===== src/rtl/sig_slice_pkg.sv =====
// -----------------------------------------------------------------------------
// sig_slice_pkg
//   Shared definitions for the SIG_NAMEA slice gatherer.
//   - default slice widths (upper slice from port A, lower slice from port B)
//   - 2-bit FSM state type and its encoding
//   - helpers mapping between "which halves are held" and the state code
//
// The encoding is chosen so that bit 0 means "upper slice held" and bit 1
// means "lower slice held"; FULL is simply both bits set.
// -----------------------------------------------------------------------------
package sig_slice_pkg;

  localparam int HI_W_D = 96;
  localparam int LO_W_D = 128;

  typedef logic [1:0] slice_state_t;

  localparam slice_state_t ST_EMPTY  = 2'b00;
  localparam slice_state_t ST_HAVE_A = 2'b01;
  localparam slice_state_t ST_HAVE_B = 2'b10;
  localparam slice_state_t ST_FULL   = 2'b11;

  // Build the state code from the held-half flags.
  function automatic slice_state_t state_from_halves(input logic have_hi,
                                                     input logic have_lo);
    slice_state_t s;
    s = {have_lo, have_hi};
    return s;
  endfunction

  // True when the state already holds the upper slice.
  function automatic logic holds_hi(input slice_state_t s);
    return (s == ST_HAVE_A) || (s == ST_FULL);
  endfunction

  // True when the state already holds the lower slice.
  function automatic logic holds_lo(input slice_state_t s);
    return (s == ST_HAVE_B) || (s == ST_FULL);
  endfunction

endpackage


===== src/rtl/sig_slice_hold.sv =====
// -----------------------------------------------------------------------------
// sig_slice_hold
//   Width-W capture register with load enable. One instance holds each slice
//   of the assembled word. Contents change only when load is asserted, so the
//   slice stays stable for as long as the gatherer keeps load low.
//
// Ports
//   clk      in   clock, rising edge
//   reset_l  in   synchronous reset, active-low; clears the register
//   load     in   capture d on this edge
//   d        in   W  slice data to capture
//   q        out  W  held slice
// -----------------------------------------------------------------------------
module sig_slice_hold #(
  parameter int W = 8
) (
  input  logic         clk,
  input  logic         reset_l,
  input  logic         load,
  input  logic [W-1:0] d,
  output logic [W-1:0] q
);

  always_ff @(posedge clk) begin
    if (!reset_l) begin
      q <= '0;
    end else if (load) begin
      q <= d;
    end
  end

endmodule


===== src/rtl/sig_slice_gatherer.sv =====
// -----------------------------------------------------------------------------
// sig_slice_gatherer
//   Assembles the shared bus SIG_NAMEA from two independent producers:
//   upper slice [HI_W+LO_W-1:LO_W] from port A, lower slice [LO_W-1:0] from
//   port B. Each slice is taken under its own valid/ready handshake; the word
//   is presented downstream only once both halves are held, and producers are
//   back-pressured until it drains so a word never mixes generations.
//
//   State | meaning
//   ------+-------------------------------------------------------------
//   EMPTY | no slice held; both producers may deliver
//   HAVE_A| upper slice held, waiting for lower
//   HAVE_B| lower slice held, waiting for upper
//   FULL  | complete word on SIG_NAMEA, out_valid=1, waiting for drain
//
// Ports
//   clk        in   clock, rising edge
//   reset_l    in   synchronous reset, active-low
//   a_valid    in   upper slice offered
//   a_data     in   HI_W upper slice data
//   a_ready    out  upper slice accepted this cycle when a_valid=1
//   b_valid    in   lower slice offered
//   b_data     in   LO_W lower slice data
//   b_ready    out  lower slice accepted this cycle when b_valid=1
//   SIG_NAMEA  out  HI_W+LO_W assembled word {hi,lo}
//   out_valid  out  SIG_NAMEA holds a complete word
//   out_ready  in   consumer accepts the word
//   out_seq    out  SEQ_W count of words emitted, wraps
//   tmo_err    out  sticky partial-word timeout (only with SLICE_TIMEOUT_EN)
//
// Build option
//   SLICE_TIMEOUT_EN : when defined, a partial word held for TMO_CYC cycles
//   is dropped and tmo_err is set. When undefined, partial words wait forever
//   and neither the TMO_CYC parameter nor the tmo_err port exist.
// -----------------------------------------------------------------------------
module sig_slice_gatherer
  import sig_slice_pkg::*;
#(
  parameter int HI_W  = HI_W_D,
  parameter int LO_W  = LO_W_D,
  parameter int SEQ_W = 8
`ifdef SLICE_TIMEOUT_EN
  , parameter int TMO_CYC = 64
`endif
) (
  input  logic                 clk,
  input  logic                 reset_l,
  input  logic                 a_valid,
  input  logic [HI_W-1:0]      a_data,
  output logic                 a_ready,
  input  logic                 b_valid,
  input  logic [LO_W-1:0]      b_data,
  output logic                 b_ready,
  output logic [HI_W+LO_W-1:0] SIG_NAMEA,
  output logic                 out_valid,
  input  logic                 out_ready,
  output logic [SEQ_W-1:0]     out_seq
`ifdef SLICE_TIMEOUT_EN
  , output logic               tmo_err
`endif
);

  slice_state_t    state_q;
  slice_state_t    state_d;
  logic            drain;
  logic            a_fire;
  logic            b_fire;
  logic            hi_next;
  logic            lo_next;
  logic [HI_W-1:0] hi_q;
  logic [LO_W-1:0] lo_q;

  assign drain = out_valid & out_ready;

  // Readiness is gated by reset_l so no slice is ever accepted during reset.
  assign a_ready = reset_l & ((state_q == ST_EMPTY) || (state_q == ST_HAVE_B) || drain);
  assign b_ready = reset_l & ((state_q == ST_EMPTY) || (state_q == ST_HAVE_A) || drain);

  assign a_fire = a_valid & a_ready;
  assign b_fire = b_valid & b_ready;

  // A half is held next cycle if it is held now and not leaving with a drain,
  // or if it is captured now. This one rule covers every transition,
  // including drain-and-refill in the same cycle for back-to-back words.
  assign hi_next = (holds_hi(state_q) & ~drain) | a_fire;
  assign lo_next = (holds_lo(state_q) & ~drain) | b_fire;

`ifdef SLICE_TIMEOUT_EN
  localparam int TMO_W = (TMO_CYC > 1) ? $clog2(TMO_CYC) : 1;
  localparam logic [TMO_W-1:0] TMO_LOAD = TMO_W'(TMO_CYC - 1);

  logic             partial;
  logic             tmo_hit;
  logic [TMO_W-1:0] tmo_cnt_q;
  logic             tmo_err_q;

  assign partial = (state_q == ST_HAVE_A) || (state_q == ST_HAVE_B);

  // Down-counter is preloaded whenever no partial word is held, so it reads
  // TMO_CYC-1 on the first partial cycle and hits zero on the TMO_CYC-th.
  // A capture that completes the word in that cycle takes priority.
  assign tmo_hit = partial & (tmo_cnt_q == '0) & ~(hi_next & lo_next);

  always_ff @(posedge clk) begin
    if (!reset_l) begin
      tmo_cnt_q <= TMO_LOAD;
      tmo_err_q <= 1'b0;
    end else begin
      if (partial) begin
        tmo_cnt_q <= tmo_cnt_q - TMO_W'(1);
      end else begin
        tmo_cnt_q <= TMO_LOAD;
      end
      if (tmo_hit) begin
        tmo_err_q <= 1'b1;
      end
    end
  end

  assign tmo_err = tmo_err_q;
`endif

  always_comb begin
    state_d = state_from_halves(hi_next, lo_next);
`ifdef SLICE_TIMEOUT_EN
    if (tmo_hit) begin
      state_d = ST_EMPTY;
    end
`endif
  end

  always_ff @(posedge clk) begin
    if (!reset_l) begin
      state_q   <= ST_EMPTY;
      out_valid <= 1'b0;
      out_seq   <= '0;
    end else begin
      state_q   <= state_d;
      out_valid <= (state_d == ST_FULL);
      if (drain) begin
        out_seq <= out_seq + SEQ_W'(1);
      end
    end
  end

  // Dropped or not-yet-captured slices keep stale contents; consumers
  // qualify SIG_NAMEA with out_valid.
  sig_slice_hold #(.W(HI_W)) u_hold_hi (
    .clk     (clk),
    .reset_l (reset_l),
    .load    (a_fire),
    .d       (a_data),
    .q       (hi_q)
  );

  sig_slice_hold #(.W(LO_W)) u_hold_lo (
    .clk     (clk),
    .reset_l (reset_l),
    .load    (b_fire),
    .d       (b_data),
    .q       (lo_q)
  );

  assign SIG_NAMEA = {hi_q, lo_q};

endmodule


===== config.mk =====
export PLATFORM = sky130hd
export DESIGN_NAME = sig_slice_gatherer
export DESIGN_NICKNAME = d
export VERILOG_FILES = /design/src/rtl/sig_slice_pkg.sv /design/src/rtl/sig_slice_hold.sv /design/src/rtl/sig_slice_gatherer.sv
export SDC_FILE = /design/constraint.sdc
export NUM_CORES = 1
export LEC_CHECK = 0
export BUFFER_PORTS_ARGS = -buffer_cell sky130_fd_sc_hd__buf_2
export CORE_AREA = 5 5 179 181
export CTS_CLUSTER_DIAMETER = 200
export DETAILED_ROUTE_END_ITERATION = 16
export DIE_AREA = 0 0 184 186
export PLACE_DENSITY_LB_ADDON = 0.25
export SLEW_MARGIN = 40
export SYNTH_ARGS = -nofsm -noshare
export SYNTH_HDL_FRONTEND = slang
export SYNTH_SLANG_ARGS = --single-unit

===== constraint.sdc =====
create_clock -name clk -period 2.95 [get_ports clk]
set_clock_uncertainty 0.1 [all_clocks]
set_input_delay 0.1475 -clock clk [delete_from_list [all_inputs] [get_ports clk]]
set_output_delay 0.1475 -clock clk [all_outputs]
set_load 0.01 [all_outputs]

; Word level (Yosys, flattened, before mapping)
; Index checks and enable logic that the tools add are counted.
[classes]
addsub = 1
multipliers = 0
div_mod_pow = 0
n_lt_le_gt_ge = 0
n_eq_ne = 4
shift = 0
muxes = 0
n_bitwise = 10
reduce_logical = 7
[ops]
columns = cell, count
row1 = 8-bit by 1-bit adder with 8-bit output (second input constant), 1
row2 = 1-bit bitwise AND, 7
row3 = 2-bit == test (second input constant), 3
row4 = 1-bit logical OR, 6
row5 = 2-bit by 1-bit == test with 1-bit output (second input constant), 1
row6 = 2-bit logical NOT, 1
row7 = 1-bit OR, 2
row8 = 1-bit inverter, 1
[word_totals]
regBits = 235
latchBits = 0
ramBits = 0
rom_bits = 0
input_bits = 229
out_inout_bits = 235
word_cells = 27
mem_count = 0

; Depth between registers and ports, before layout
[depth]
ltp_word = 7
depth_mapped = 6
depth_no_buf = 4

; Cells and area by module
; A second synthesis with hierarchy kept.
[unflattened]
cells_unflattened = 777
hier_area_um2 = 9097.5
[modules_own_cells]
columns = mod, instances, cells_per_inst, area_per_inst_um2, seq_area_each_um2
row1 = sig_slice_hold (u_hold_lo), 1, 412, 4968.5, 2562.5
row2 = sig_slice_hold (u_hold_hi), 1, 309, 3662.3, 1921.8
row3 = sig_slice_gatherer, 1, 56, 466.7, 220.2

; Least setup slack after synthesis
; Ideal clock, no wire load.
[synth_timing]
path_type = reg-to-reg
startpoint = reg out_valid
endpoint = reg u_hold_hi.q[27]
setup_ps = 72
t_arrival_ps = 1289
required_ps = 2778
slack_ps = 1490
stages_incl_launch_ff = 7
path_buffers = 3
synth_period_minus_slack_ps = 1460
cell_sequence = dfxtp_1 -> a21bo_1 -> nand3_1 -> buf_2 -> buf_6 -> buf_6 -> mux2i_1
[synth_via]
elab_chain_cells = 4
[synth_rtl]
columns = element, line
row1 = start: declaration, sig_slice_gatherer.sv:55  ; output logic out_valid,
row2 = start signal: assignment, sig_slice_gatherer.sv:139  ; out_valid <= (state_d == ST_FULL);
row3 = 1-bit bitwise AND, sig_slice_gatherer.sv:73  ; assign drain = out_valid & out_ready;
row4 = 1-bit logical OR, sig_slice_gatherer.sv:76  ; assign a_ready = reset_l & ((state_q == ST_EMPTY) || (state_q == ST_HAVE_B) || drain);
row5 = 1-bit bitwise AND, sig_slice_gatherer.sv:76
row6 = 1-bit bitwise AND, sig_slice_gatherer.sv:79  ; assign a_fire = a_valid & a_ready;
row7 = end signal: assignment, sig_slice_hold.sv:26  ; q <= '0;
row8 = end signal: assignment, sig_slice_hold.sv:28  ; q <= d;
row9 = end: declaration, sig_slice_hold.sv:21  ; output logic [W-1:0] q
; Every way passes these cells.
; A chain may end at the register's enable or synchronous reset.

; Final worst setup path
[layout_timing]
startpoint = reg out_valid
endpoint = reg u_hold_hi.q[13]
; Same word-level chain as after synthesis.

==> results.ini <==
[detailed_routing]
routed_via_density=4.23
vias=8883
finalWirelength_um=30700
dr.first_iter.drc_count=285
ant_nets=0
drc=0
wl_per_cell_um=14.6
drt_first_pass_iters=7

[die]
std_cell_rows=64
die_w_um=184
die_h_um=186
core_area_um2=30300
start_util_pct=30.5
die_area_um2=34200
io_pins=464

[setup_path]
worstRegToRegCells=4
startpoint_type=flop
cp.arrival_ps=2280
critPathRequiredTime_ps=3250
end_kind=flop
rr_startpoint=out_valid
worst-r2r-setup-slack_ps=970
crit_fanout=30
critPathKind=reg2reg
r2r_end=u_hold_hi.q[13]

[clocking]
cts_tree=done
clk_pin_slew_worst_paths_ps=60
cts_inserted_buffers=27
cts_resized=0
ctsRootBufferMaster=clkbuf_16
clkLatencyLatePin_ps=520
clockBufferDepth=3
htree_levels=1
clkSinkCount=235

[power]
p_leak_uw=0.00903
total_power_uw=8320
vdd_drop_max_mv=0.472
power.density_nw_per_um2=550

[timing]
tns_ps=0
worstMarginPinSlew_ps=629
slew_violations=0
period_minus_slack_ps=1980
relSlewSlack_pct=58.1
final_hold_viol_count=0
layout_setup_ws_ps=966
rsz0062_at_grt=no
setup_viol_count_final=0
fmax_mhz=504
timing.final.crit_share_pct=67.2

[layout]
area_growth_syn_to_layout_pct=64.0
drive_gt1_share_pct=30.7
num-nets-final=1916
final_area_um2=15100
postLayoutCoreUtil_pct=50.0
n_fill_cell=2766
layout_common_cells=buf_2, dfxtp_1, dlygate4sd3_1
final_common_cell=buf_2
multi_input_area_um2=3350
seq_area_um2=4700
antenna_cells=0

[global_routing]
globalRouteOverflowTotal=0
grt_pass1_vias=9183
grt_first_pass_wirelength_um=47100
antenna_found_initial=0
grt_max_degree=114
track_usage_pct=16.7

[run]
maxCapViolCount=0

[placed_design]
dp_worst_setup_slack_ps=933
portBuffers=463
gp_congestion=0.808
dpl-instance-area_um2=11900
hpwl_um=20500

[synth]
yosysWarnings=0
synthesis.area_um2=9230
ys_seq_area_share_pct=51.0
yosys-top-cells-area=dfxtp_1, mux2i_1, inv_1, nand2_1, buf_6
synthesis.nets=1234
avgSynthCellArea_um2=9.19
yosys.area.top_type=dfxtp_1
syn-instance-count=1004
yosys_register_bits=235
yosysUniqueCellTypes=22
synth_top_area_share_pct=51.0

[worst_hold_path]
min_path_type=in2reg
hold_end=u_hold_lo.q[31]
min_from=b_data[31]
whs_path_depth=4

[status]
status=completed

## cell families after synthesis
kind of cell / count (synthesis) / share of synthesized area [%]
buffers and inverters: 279 / 13.0
AND/OR/NAND/NOR: 244 / 10.2
flip-flops: 235 / 51.0
multiplexers: 224 / 24.3
AO/OA/AOI/OAI: 19 / 1.21
XOR/XNOR: 2 / 0.190
adder cells (fa/ha/maj): 1 / 0.136
## registers in the layout, summed over array words and instances, names as in the netlist
register     count
u_hold_lo.q    128
u_hold_hi.q     96
out_seq          8
state_q          2
out_valid        1
## report_power, final
part           switching [µW]  internal, µW
Combinational             618           676
Clock                    1350          2140
Sequential                120          3410
Total                    2090          6230
## Yosys cell counts
cell and count:
a21bo_1 1, a21bo_2 1, a21oi_1 11, buf_2 4, buf_4 9, buf_6 15
clkbuf_1 23, dfxtp_1 235, ha_1 1, inv_1 228, mux2i_1 224, nand2_1 228
nand3_1 6, nand4_1 2, nor2_1 2, nor3_1 1, o21ai_0 3, o22ai_1 1
o31ai_1 2, or3_1 3, or4_1 2, xor2_1 2
## worst max-delay path, cell delays in order, from the launching register on
cell and delay, ps:
dfxtp_1 460, a21bo_1 210, nand3_4 480, buf_12 420, mux2i_1 150
## how the worst max path moves through the flow
stage	start	to	slack [ps]	cells after the start
after global placement	out_valid	u_hold_hi.q[56]	990	4
after detailed placement	out_valid	u_hold_hi.q[13]	930	4
after CTS	out_valid	u_hold_hi.q[13]	930	4
after global routing	out_valid	u_hold_hi.q[13]	830	4
final	out_valid	u_hold_hi.q[13]	970	4
after floorplan	out_valid	u_hold_hi.q[27]	1490	6
## area by class of cell
cell class	count	share of cell area, %
clock buffers	38	5.26
clock inverters	11	0.934
inverters	228	5.65
multi-input cells	490	22.2
flip-flops and latches	235	31.1
well taps	396	3.27
repair buffers	704	31.6
## metrics by stage
stage	cells	hold WS [ps]
finish	2102	302
global route	2102	299
CTS	2102	265
detailed placement	1823	287
global placement	1822	282
floorplan	1004	177
## layer usage
layer	part of all wire [%]	global-route usage, %	vias up	wire length (µm)
met2	50	30.6	359	15300
met3	8.1	4.01	93	2480
met1	38	18.2	4024	11600
li1	-	-	4407	-
met4	4.3	7.51	0	1320
met5	0	0	-	0
## what timing repair did
| action | CTS | global route |
|---|---|---|
| hold buffers | 230 | 0 |
| buffers inserted | 0 | 0 |
| hold endpoints to repair | 232 | 0 |
Note: power is estimated with default switching activity, not from simulation.
